--- config.mk ---
export PLATFORM = sky130hd
export DESIGN_NAME = mac_learning_table
export DESIGN_NICKNAME = d
export VERILOG_FILES = /design/src/rtl/mac_learning_table.sv
export SDC_FILE = /design/constraint.sdc
export NUM_CORES = 2
export LEC_CHECK = 0
export ABC_AREA = 1
export BUFFER_PORTS_ARGS = -buffer_cell sky130_fd_sc_hd__buf_2
export CAP_MARGIN = 30
export CORE_ASPECT_RATIO = 1.5
export CORE_MARGIN = 1
export CORE_UTILIZATION = 50
export DETAILED_ROUTE_END_ITERATION = 8
export HOLD_SLACK_MARGIN = 0.08
export PLACE_DENSITY = 0.79
export REMOVE_ABC_BUFFERS = 1
export SYNTH_ARGS = -nofsm -noshare
export SYNTH_HDL_FRONTEND = slang
export SYNTH_SLANG_ARGS = --single-unit
--- constraint.sdc ---
create_clock -name clock -period 5 [get_ports clock]
set_input_delay 0.25 -clock clock [delete_from_list [all_inputs] [get_ports clock]]
set_output_delay 0.25 -clock clock [all_outputs]
set_load 0.02 [all_outputs]
--- src/rtl/mac_learning_table.sv ---
// MAC learning/forwarding table: sequential scan per lookup, learn on result,
// with station moves, oldest-entry replacement, aging and flush.
module mac_learning_table #(
  parameter int unsigned NUMBER_OF_PORTS = 2,
  parameter int unsigned TABLE_ENTRIES   = 16,
  parameter int unsigned AGE_WIDTH       = 8,
  parameter int unsigned AGE_LIMIT       = 200,
  localparam int unsigned PORT_INDEX_WIDTH = $clog2(NUMBER_OF_PORTS),
  localparam int unsigned COUNT_WIDTH      = $clog2(TABLE_ENTRIES) + 1
) (
  input  logic                        clock,
  input  logic                        reset_n,
  input  logic                        lookup_valid,
  output logic                        lookup_ready,
  input  logic [47:0]                 lookup_destination_mac,
  input  logic [47:0]                 lookup_source_mac,
  input  logic [PORT_INDEX_WIDTH-1:0] lookup_source_port,
  output logic                        result_valid,
  output logic [NUMBER_OF_PORTS-1:0]  result_port_mask,
  output logic                        result_hit,
  input  logic                        age_tick,
  input  logic                        flush,
  output logic [COUNT_WIDTH-1:0]      entry_count
);

  localparam int unsigned IDX_WIDTH  = $clog2(TABLE_ENTRIES);
  localparam int unsigned MAC_WIDTH  = 48;
  localparam int unsigned GROUP_BIT  = 40;

  localparam logic [2:0] ST_IDLE   = 3'd0;
  localparam logic [2:0] ST_SCAN   = 3'd1;
  localparam logic [2:0] ST_RESULT = 3'd2;
  localparam logic [2:0] ST_AGE    = 3'd3;
  localparam logic [2:0] ST_FLUSH  = 3'd4;

  logic [2:0] state_q, state_d;

  logic [TABLE_ENTRIES-1:0] valid_q, valid_d;
  logic [MAC_WIDTH-1:0]        mac_q  [TABLE_ENTRIES];
  logic [MAC_WIDTH-1:0]        mac_d  [TABLE_ENTRIES];
  logic [PORT_INDEX_WIDTH-1:0] port_q [TABLE_ENTRIES];
  logic [PORT_INDEX_WIDTH-1:0] port_d [TABLE_ENTRIES];
  logic [AGE_WIDTH-1:0]        age_q  [TABLE_ENTRIES];
  logic [AGE_WIDTH-1:0]        age_d  [TABLE_ENTRIES];

  logic flush_pending_q, flush_pending_d;
  logic age_pending_q, age_pending_d;

  logic [MAC_WIDTH-1:0]        req_dst_q, req_dst_d;
  logic [MAC_WIDTH-1:0]        req_src_q, req_src_d;
  logic [PORT_INDEX_WIDTH-1:0] req_port_q, req_port_d;
  logic [IDX_WIDTH-1:0]        scan_idx_q, scan_idx_d;

  // Scan trackers
  logic                        dst_hit_q, dst_hit_d, dst_hit_n;
  logic [PORT_INDEX_WIDTH-1:0] dst_port_q, dst_port_d, dst_port_n;
  logic                        src_hit_q, src_hit_d, src_hit_n;
  logic [IDX_WIDTH-1:0]        src_idx_q, src_idx_d, src_idx_n;
  logic                        free_found_q, free_found_d, free_found_n;
  logic [IDX_WIDTH-1:0]        free_idx_q, free_idx_d, free_idx_n;
  logic                        old_found_q, old_found_d, old_found_n;
  logic [IDX_WIDTH-1:0]        old_idx_q, old_idx_d, old_idx_n;
  logic [AGE_WIDTH-1:0]        old_age_q, old_age_d, old_age_n;

  logic                        result_valid_q, result_valid_d;
  logic                        result_hit_q, result_hit_d;
  logic [NUMBER_OF_PORTS-1:0]  result_mask_q, result_mask_d;
  logic                        lookup_ready_q, lookup_ready_d;
  logic [COUNT_WIDTH-1:0]      entry_count_q, entry_count_d;

  logic                        cur_valid;
  logic [MAC_WIDTH-1:0]        cur_mac;
  logic [PORT_INDEX_WIDTH-1:0] cur_port;
  logic [AGE_WIDTH-1:0]        cur_age;
  logic                        flush_clr, age_clr;
  logic [IDX_WIDTH-1:0]        learn_idx;
  logic [AGE_WIDTH-1:0]        aged;

  function automatic logic [NUMBER_OF_PORTS-1:0] flood_mask(input logic [PORT_INDEX_WIDTH-1:0] src);
    logic [NUMBER_OF_PORTS-1:0] m;
    for (int p = 0; p < int'(NUMBER_OF_PORTS); p++) m[p] = (PORT_INDEX_WIDTH'(p) != src);
    return m;
  endfunction

  function automatic logic [NUMBER_OF_PORTS-1:0] one_hot(input logic [PORT_INDEX_WIDTH-1:0] idx);
    logic [NUMBER_OF_PORTS-1:0] m;
    for (int p = 0; p < int'(NUMBER_OF_PORTS); p++) m[p] = (PORT_INDEX_WIDTH'(p) == idx);
    return m;
  endfunction

  function automatic logic [COUNT_WIDTH-1:0] popcount(input logic [TABLE_ENTRIES-1:0] v);
    logic [COUNT_WIDTH-1:0] c;
    c = '0;
    for (int i = 0; i < int'(TABLE_ENTRIES); i++) c = c + COUNT_WIDTH'(v[i]);
    return c;
  endfunction

  always_comb begin
    state_d        = state_q;
    valid_d        = valid_q;
    mac_d          = mac_q;
    port_d         = port_q;
    age_d          = age_q;
    req_dst_d      = req_dst_q;
    req_src_d      = req_src_q;
    req_port_d     = req_port_q;
    scan_idx_d     = scan_idx_q;
    dst_hit_d      = dst_hit_q;
    dst_port_d     = dst_port_q;
    src_hit_d      = src_hit_q;
    src_idx_d      = src_idx_q;
    free_found_d   = free_found_q;
    free_idx_d     = free_idx_q;
    old_found_d    = old_found_q;
    old_idx_d      = old_idx_q;
    old_age_d      = old_age_q;
    result_valid_d = 1'b0;
    result_hit_d   = result_hit_q;
    result_mask_d  = result_mask_q;
    flush_clr      = 1'b0;
    age_clr        = 1'b0;
    learn_idx      = '0;
    aged           = '0;

    // Fold the entry under the scan pointer into the running trackers
    cur_valid    = valid_q[scan_idx_q];
    cur_mac      = mac_q[scan_idx_q];
    cur_port     = port_q[scan_idx_q];
    cur_age      = age_q[scan_idx_q];
    dst_hit_n    = dst_hit_q;
    dst_port_n   = dst_port_q;
    src_hit_n    = src_hit_q;
    src_idx_n    = src_idx_q;
    free_found_n = free_found_q;
    free_idx_n   = free_idx_q;
    old_found_n  = old_found_q;
    old_idx_n    = old_idx_q;
    old_age_n    = old_age_q;
    if (cur_valid && cur_mac == req_dst_q) begin
      dst_hit_n  = 1'b1;
      dst_port_n = cur_port;
    end
    if (cur_valid && cur_mac == req_src_q) begin
      src_hit_n = 1'b1;
      src_idx_n = scan_idx_q;
    end
    if (!cur_valid && !free_found_q) begin
      free_found_n = 1'b1;
      free_idx_n   = scan_idx_q;
    end
    if (cur_valid && (!old_found_q || cur_age > old_age_q)) begin
      old_found_n = 1'b1;
      old_idx_n   = scan_idx_q;
      old_age_n   = cur_age;
    end

    case (state_q)
      ST_IDLE: begin
        if (flush_pending_q) begin
          state_d = ST_FLUSH;
        end else if (age_pending_q) begin
          state_d = ST_AGE;
        end else if (lookup_valid && lookup_ready_q) begin
          state_d      = ST_SCAN;
          req_dst_d    = lookup_destination_mac;
          req_src_d    = lookup_source_mac;
          req_port_d   = lookup_source_port;
          scan_idx_d   = '0;
          dst_hit_d    = 1'b0;
          dst_port_d   = '0;
          src_hit_d    = 1'b0;
          src_idx_d    = '0;
          free_found_d = 1'b0;
          free_idx_d   = '0;
          old_found_d  = 1'b0;
          old_idx_d    = '0;
          old_age_d    = '0;
        end
      end
      ST_SCAN: begin
        dst_hit_d    = dst_hit_n;
        dst_port_d   = dst_port_n;
        src_hit_d    = src_hit_n;
        src_idx_d    = src_idx_n;
        free_found_d = free_found_n;
        free_idx_d   = free_idx_n;
        old_found_d  = old_found_n;
        old_idx_d    = old_idx_n;
        old_age_d    = old_age_n;
        scan_idx_d   = scan_idx_q + IDX_WIDTH'(1);
        // Result registers load on the last compare so the strobe lines up with RESULT
        if (scan_idx_q == IDX_WIDTH'(TABLE_ENTRIES - 1)) begin
          state_d        = ST_RESULT;
          result_valid_d = 1'b1;
          result_hit_d   = dst_hit_n;
          if (req_dst_q[GROUP_BIT] || !dst_hit_n) begin
            result_mask_d = flood_mask(req_port_q);
          end else if (dst_port_n != req_port_q) begin
            result_mask_d = one_hot(dst_port_n);
          end else begin
            result_mask_d = '0;
          end
        end
      end
      ST_RESULT: begin
        if (src_hit_q)       learn_idx = src_idx_q;
        else if (free_found_q) learn_idx = free_idx_q;
        else                 learn_idx = old_idx_q;
        if (!req_src_q[GROUP_BIT]) begin
          valid_d[learn_idx] = 1'b1;
          mac_d[learn_idx]   = req_src_q;
          port_d[learn_idx]  = req_port_q;
          age_d[learn_idx]   = '0;
        end
        // Dispatch deferred maintenance directly so it does not cost an extra IDLE cycle
        if (flush_pending_q)    state_d = ST_FLUSH;
        else if (age_pending_q) state_d = ST_AGE;
        else                    state_d = ST_IDLE;
      end
      ST_AGE: begin
        for (int i = 0; i < int'(TABLE_ENTRIES); i++) begin
          aged = age_q[i] + AGE_WIDTH'(1);
          if (valid_q[i]) begin
            age_d[i] = aged;
            if (aged == AGE_WIDTH'(AGE_LIMIT)) valid_d[i] = 1'b0;
          end
        end
        age_clr = 1'b1;
        state_d = ST_IDLE;
      end
      ST_FLUSH: begin
        valid_d   = '0;
        flush_clr = 1'b1;
        age_clr   = 1'b1;
        state_d   = ST_IDLE;
      end
      default: state_d = ST_IDLE;
    endcase

    flush_pending_d = (flush_pending_q && !flush_clr) || flush;
    age_pending_d   = (age_pending_q && !age_clr) || age_tick;
    lookup_ready_d  = (state_d == ST_IDLE) && !flush_pending_d && !age_pending_d;
    entry_count_d   = popcount(valid_d);
  end

  always_ff @(posedge clock or negedge reset_n) begin
    if (!reset_n) begin
      state_q         <= ST_IDLE;
      valid_q         <= '0;
      for (int i = 0; i < int'(TABLE_ENTRIES); i++) begin
        mac_q[i]  <= '0;
        port_q[i] <= '0;
        age_q[i]  <= '0;
      end
      flush_pending_q <= 1'b0;
      age_pending_q   <= 1'b0;
      req_dst_q       <= '0;
      req_src_q       <= '0;
      req_port_q      <= '0;
      scan_idx_q      <= '0;
      dst_hit_q       <= 1'b0;
      dst_port_q      <= '0;
      src_hit_q       <= 1'b0;
      src_idx_q       <= '0;
      free_found_q    <= 1'b0;
      free_idx_q      <= '0;
      old_found_q     <= 1'b0;
      old_idx_q       <= '0;
      old_age_q       <= '0;
      result_valid_q  <= 1'b0;
      result_hit_q    <= 1'b0;
      result_mask_q   <= '0;
      lookup_ready_q  <= 1'b1;
      entry_count_q   <= '0;
    end else begin
      state_q         <= state_d;
      valid_q         <= valid_d;
      mac_q           <= mac_d;
      port_q          <= port_d;
      age_q           <= age_d;
      flush_pending_q <= flush_pending_d;
      age_pending_q   <= age_pending_d;
      req_dst_q       <= req_dst_d;
      req_src_q       <= req_src_d;
      req_port_q      <= req_port_d;
      scan_idx_q      <= scan_idx_d;
      dst_hit_q       <= dst_hit_d;
      dst_port_q      <= dst_port_d;
      src_hit_q       <= src_hit_d;
      src_idx_q       <= src_idx_d;
      free_found_q    <= free_found_d;
      free_idx_q      <= free_idx_d;
      old_found_q     <= old_found_d;
      old_idx_q       <= old_idx_d;
      old_age_q       <= old_age_d;
      result_valid_q  <= result_valid_d;
      result_hit_q    <= result_hit_d;
      result_mask_q   <= result_mask_d;
      lookup_ready_q  <= lookup_ready_d;
      entry_count_q   <= entry_count_d;
    end
  end

  assign lookup_ready     = lookup_ready_q;
  assign result_valid     = result_valid_q;
  assign result_hit       = result_hit_q;
  assign result_port_mask = result_mask_q;
  assign entry_count      = entry_count_q;

endmodule
==> report_table.html <==
<table>
<tr><th>Metric</th><th>Value</th></tr>
<tr><th colspan="2">Clock tree</th></tr>
<tr><td>CTS sink cnt</td><td>1,069</td></tr>
<tr><td>H-tree lvl count</td><td>3</td></tr>
<tr><td>Clock-pin slew on the worst setup and hold paths</td><td>roughly 60 ps</td></tr>
<tr><td>Root buffer cell</td><td>sky130_fd_sc_hd__clkbuf_16</td></tr>
<tr><td>CTS tree</td><td>done</td></tr>
<tr><td>Worst-skew pair later-pin latency</td><td>730 ps</td></tr>
<tr><td>Total clock buffers created by CTS</td><td>slightly below 100</td></tr>
<tr><td>Maximum clock insertion buffer count</td><td>3</td></tr>
<tr><th colspan="2">Synth</th></tr>
<tr><td>Register bit count reported by yosys</td><td>1,069</td></tr>
<tr><td>Total standard cell area after synthesis</td><td>between 0.05 and 0.06 mm2</td></tr>
<tr><td>Ys Warns</td><td>0</td></tr>
<tr><td>Cells taking the most area after synthesis</td><td>sky130_fd_sc_hd__dfrtp_1 (51%), sky130_fd_sc_hd__nand2_1 (15%), sky130_fd_sc_hd__o21ai_0 (10%)</td></tr>
<tr><td>Number of flops mapped to enable cells by yosys</td><td>0</td></tr>
<tr><td>Synth Flop Type</td><td>sky130_fd_sc_hd__dfrtp_1</td></tr>
<tr><td>Average cell area after synthesis</td><td>7.76 um2</td></tr>
<tr><td>Unique cell type count in the Yosys netlist</td><td>43</td></tr>
<tr><td>Post-synth ARST share</td><td>100%</td></tr>
<tr><td>Share of the yosys chip area belonging to registers</td><td>50.9%</td></tr>
<tr><td>Top cells by count, synth</td><td>sky130_fd_sc_hd__nand2_1 (2,031), sky130_fd_sc_hd__o21ai_0 (1,094), sky130_fd_sc_hd__dfrtp_1 (1,068), sky130_fd_sc_hd__inv_1 (626), sky130_fd_sc_hd__nand3_1 (561)</td></tr>
<tr><td>Library cell with the highest instance count after synthesis</td><td>sky130_fd_sc_hd__nand2_1</td></tr>
<tr><td>Largest area contributor in the netlist</td><td>sky130_fd_sc_hd__dfrtp_1</td></tr>
<tr><td>Fraction of synthesized cell area taken by the top area cell type</td><td>roughly half</td></tr>
<tr><td>Gate count after technology mapping</td><td>6,767</td></tr>
<tr><th colspan="2">Drt</th></tr>
<tr><td>Detail-routed net length per standard cell</td><td>19.5 um</td></tr>
<tr><td>TritonRoute pass-1 iters</td><td>6</td></tr>
<tr><td>Detailed-route DRC error count</td><td>0</td></tr>
<tr><td>Post-detailed-route count of antenna-violating nets</td><td>0</td></tr>
<tr><td>Via count</td><td>47,006</td></tr>
<tr><td>Detail-routed via count per cell</td><td>around 5.7</td></tr>
<tr><td>Routed WL</td><td>161,000 um</td></tr>
<tr><td>Starting DRT DRC Count</td><td>5,044</td></tr>
<tr><th colspan="2">STA</th></tr>
<tr><td>Final worst-path cycle share</td><td>98.6%</td></tr>
<tr><td>Final Slew Violations</td><td>0</td></tr>
<tr><td>Final total negative setup slack</td><td>0 ps</td></tr>
<tr><td>Final hold violations</td><td>0</td></tr>
<tr><td>Setup repair after global routing missed its margin</td><td>yes</td></tr>
<tr><td>Fin Clk Skew</td><td>between 50 and 60 ps</td></tr>
<tr><td>Slew of the pin with the lowest slew margin</td><td>roughly 1000 ps</td></tr>
<tr><td>Achievable Freq</td><td>0.203 GHz</td></tr>
<tr><td>Worst relative slew slack</td><td>a little under a third</td></tr>
<tr><td>Endpoints failing setup</td><td>0</td></tr>
<tr><td>Clock period minus final worst setup slack</td><td>4930 ps</td></tr>
<tr><th colspan="2">Finish</th></tr>
<tr><td>Finished Core Util</td><td>56.8%</td></tr>
<tr><td>Fill cell count</td><td>roughly 9,300</td></tr>
<tr><td>Share of final-layout standard cells stronger than drive strength 1</td><td>7.50%</td></tr>
<tr><td>Layout overhead on the synthesized area</td><td>12.7%</td></tr>
<tr><td>Final-stage net count</td><td>about 6,900</td></tr>
<tr><td>Final Cell Area</td><td>0.0592 mm2</td></tr>
<tr><th colspan="2">Power</th></tr>
<tr><td>Cell Pwr Density</td><td>573 mW/mm2</td></tr>
<tr><td>Peak VDD IR</td><td>approximately 460 uV</td></tr>
<tr><td>Leakage power of the design</td><td>~28 nW</td></tr>
<tr><th colspan="2">Place</th></tr>
<tr><td>Gpl congestion</td><td>between 0.9 and 1</td></tr>
<tr><td>Area post-placement</td><td>0.0543 mm2</td></tr>
<tr><td>HPWL after DPL</td><td>98,900 um</td></tr>
<tr><td>Count of input and output buffers</td><td>111</td></tr>
<tr><th colspan="2">Floorplanning</th></tr>
<tr><td>Number of placed I/O pins</td><td>between 100 and 150</td></tr>
<tr><td>Starting Density</td><td>50.4%</td></tr>
<tr><td>Area of the placeable core</td><td>0.104 mm2</td></tr>
<tr><td>FP Rows</td><td>145</td></tr>
<tr><td>Die ar.</td><td>0.106 mm2</td></tr>
<tr><td>Vertical extent of the die</td><td>399 um</td></tr>
<tr><td>Die width</td><td>267 um</td></tr>
<tr><th colspan="2">Critical path</th></tr>
<tr><td>CP required</td><td>5600 ps</td></tr>
<tr><td>Stage delay of the slowest cell on the critical path</td><td>530 ps</td></tr>
<tr><td>Sum of buffers and inverters on the critical path</td><td>10</td></tr>
<tr><td>Worst setup path category</td><td>flop to flop</td></tr>
<tr><td>Category of the worst setup path capture point</td><td>flop</td></tr>
<tr><td>Critical path launch point type</td><td>flop</td></tr>
<tr><td>Arrival time of the worst setup path</td><td>5520 ps</td></tr>
<tr><td>Ordered list of cells on the worst path</td><td>inv_2 -&gt; nor3_2 -&gt; inv_1 -&gt; nor2_1 -&gt; inv_1 -&gt; nor2_2 -&gt; nand3_2 -&gt; xor2_2 -&gt; o41ai_2 -&gt; o2111ai_1 -&gt; buf_4 -&gt; fa_1 -&gt; inv_1 -&gt; fa_1 -&gt; inv_2 -&gt; fa_1 -&gt; inv_2 -&gt; fa_1 -&gt; inv_1 -&gt; ha_2 -&gt; inv_2 -&gt; fa_2 -&gt; inv_2</td></tr>
<tr><td>Critical Path Fanout Max</td><td>3</td></tr>
<tr><td>Dominant cell type by count on the critical path</td><td>sky130_fd_sc_hd__inv_2</td></tr>
<tr><td>Crit-path leading delay family</td><td>adder cells</td></tr>
<tr><td>Highest-delay cell along the critical path</td><td>sky130_fd_sc_hd__fa_1</td></tr>
<tr><th colspan="2">Run</th></tr>
<tr><td>MaxCap Viol Count</td><td>0</td></tr>
<tr><th colspan="2">Global routing</th></tr>
<tr><td>Total gr overflow</td><td>0</td></tr>
<tr><td>Global route hottest layer</td><td>met2</td></tr>
<tr><td>Met3 Use GR</td><td>under 10%</td></tr>
<tr><td>Number of global-route vias before repair</td><td>45,732</td></tr>
<tr><td>Global-route wire length before repair</td><td>254,000 um</td></tr>
<tr><td>Met2 capacity usage during global routing</td><td>about half</td></tr>
<tr><td>Met1 GRT Util</td><td>38.0%</td></tr>
<tr><td>Maximum number of pins on one net before global-route repair</td><td>roughly 160</td></tr>
<tr><td>Initial antenna violation count</td><td>2</td></tr>
<tr><td>All-layer global routing usage</td><td>between 30% and 40%</td></tr>
<tr><th colspan="2">Outcome</th></tr>
<tr><td>Status</td><td>complete, no violations</td></tr>
<tr><th colspan="2">Min path</th></tr>
<tr><td>Worst Hold Class</td><td>primary input to asynchronous set/reset pin</td></tr>
</table>
logic make-up (layout without fill, tap and decap cells):
logic type	count (synthesis)	count (layout)	share of synthesized area [%]
AO/OA/AOI/OAI	1428	1428	14.3
AND/OR/NAND/NOR	3066	3066	23.7
adder cells (fa/ha/maj)	42	42	1.14
other	0	1	0
flip-flops	1069	1069	50.9
buffers and inverters	1057	1158	8.23
XOR/XNOR	105	105	1.75
final timing paths:
| kind | from | endpoint | slack, ps | cells after the start |
|---|---|---|---|---|
| hold / removal | reset_n | mac_q[338]$_DFFE_PN0P_ | 180 | 2 |
| setup / recovery | age_q[50]$_DFFE_PN0P_ | entry_count[1]$_DFF_PN0_ | 70 | 23 |
| max in group asynchronous | reset_n | mac_q[597]$_DFFE_PN0P_ | 3340 | 3 |
| min in group clock | lookup_source_mac[4] | req_src_q[4]$_DFFE_PN0P_ | 280 | 4 |
| setup reg to reg | age_q[50]$_DFFE_PN0P_ | entry_count[1]$_DFF_PN0_ | 70 | 23 |
| hold reg to reg | mac_q[344]$_DFFE_PN0P_ | mac_q[344]$_DFFE_PN0P_ | 480 | 2 |
stage by stage:
stage / setup slack (ps) / total power [W] / hold WS [ps] / instances
after floorplan: -14840 / 0.0187 / -45.6 / 6345
after global placement: -31.0 / 0.0247 / 356 / 7970
after detailed placement: -248 / 0.0250 / 368 / 7974
after CTS: 1.22 / 0.0336 / 204 / 8260
after global routing: -89.1 / 0.0357 / 266 / 8265
final: 71.0 / 0.0339 / 183 / 8265
sequential cells by signal, summed over array words and instances (netlist names), 2 cells and up:
register	count
entry_count	5
old_idx_q	4
old_age_q	8
port_q	16
req_src_q	48
free_idx_q	4
req_dst_q	48
age_q	128
valid_q	16
scan_idx_q	4
result_port_mask	2
state_q	3
mac_q	768
src_idx_q	4
cell type report:
cell class,instances,area [um2],area share (%)
Inverter,635,2400,4.06
Timing Repair Buffer,339,2910,4.91
Sequential cell,1069,26800,45.2
Clock buffer,131,2840,4.80
Tap cell,1396,1750,2.95
Multi-Input combinational cell,4641,21700,36.7
Antenna cell,1,2.50,0.00423
Clock inverter,53,805,1.36
timing repair:
action / CTS / global route
pin swaps: 5 / 4
gates resized for setup: 15 / 28
setup buffers: 2 / 3
endpoints found under the hold margin: 192 / 0
hold buffers: 101 / 0
setup endpoints to repair: 3 / 3
layout by cell type (no fill, tap or decap), types with 18 or more instances in the layout:
cell	n
sky130_fd_sc_hd__or2_2	29
sky130_fd_sc_hd__nand4_1	21
sky130_fd_sc_hd__o21ai_0	1092
sky130_fd_sc_hd__clkinv_2	25
sky130_fd_sc_hd__ha_1	29
sky130_fd_sc_hd__a21oi_1	92
sky130_fd_sc_hd__buf_12	24
sky130_fd_sc_hd__clkbuf_16	100
sky130_fd_sc_hd__nand2_1	2020
sky130_fd_sc_hd__buf_2	110
sky130_fd_sc_hd__inv_1	617
sky130_fd_sc_hd__dfrtp_1	1064
sky130_fd_sc_hd__o21ai_1	91
sky130_fd_sc_hd__nand3_1	559
sky130_fd_sc_hd__nor2_1	366
sky130_fd_sc_hd__bufinv_16	18
sky130_fd_sc_hd__clkbuf_8	22
sky130_fd_sc_hd__dlygate4sd3_1	101
sky130_fd_sc_hd__xor2_1	99
sky130_fd_sc_hd__nor3_1	25
sky130_fd_sc_hd__o22ai_1	59
sky130_fd_sc_hd__o211ai_1	56
sky130_fd_sc_hd__buf_4	98
per-layer routing:
metal / vias up / share of wire (%)
met5: - / 0
met4: 0 / 7.3
met3: 515 / 8.6
met2: 2185 / 46
met1: 22514 / 38
li1: 21792 / -
power by group:
part / internal (W) / leakage, nW / switching (W) / total, W
registers: 0.0103 / 14.5 / 0.000950 / 0.0112
logic: 0.00393 / 11.5 / 0.0103 / 0.0142
clock network: 0.00494 / 1.80 / 0.00349 / 0.00843
Note: power is estimated with default switching activity, not from simulation.
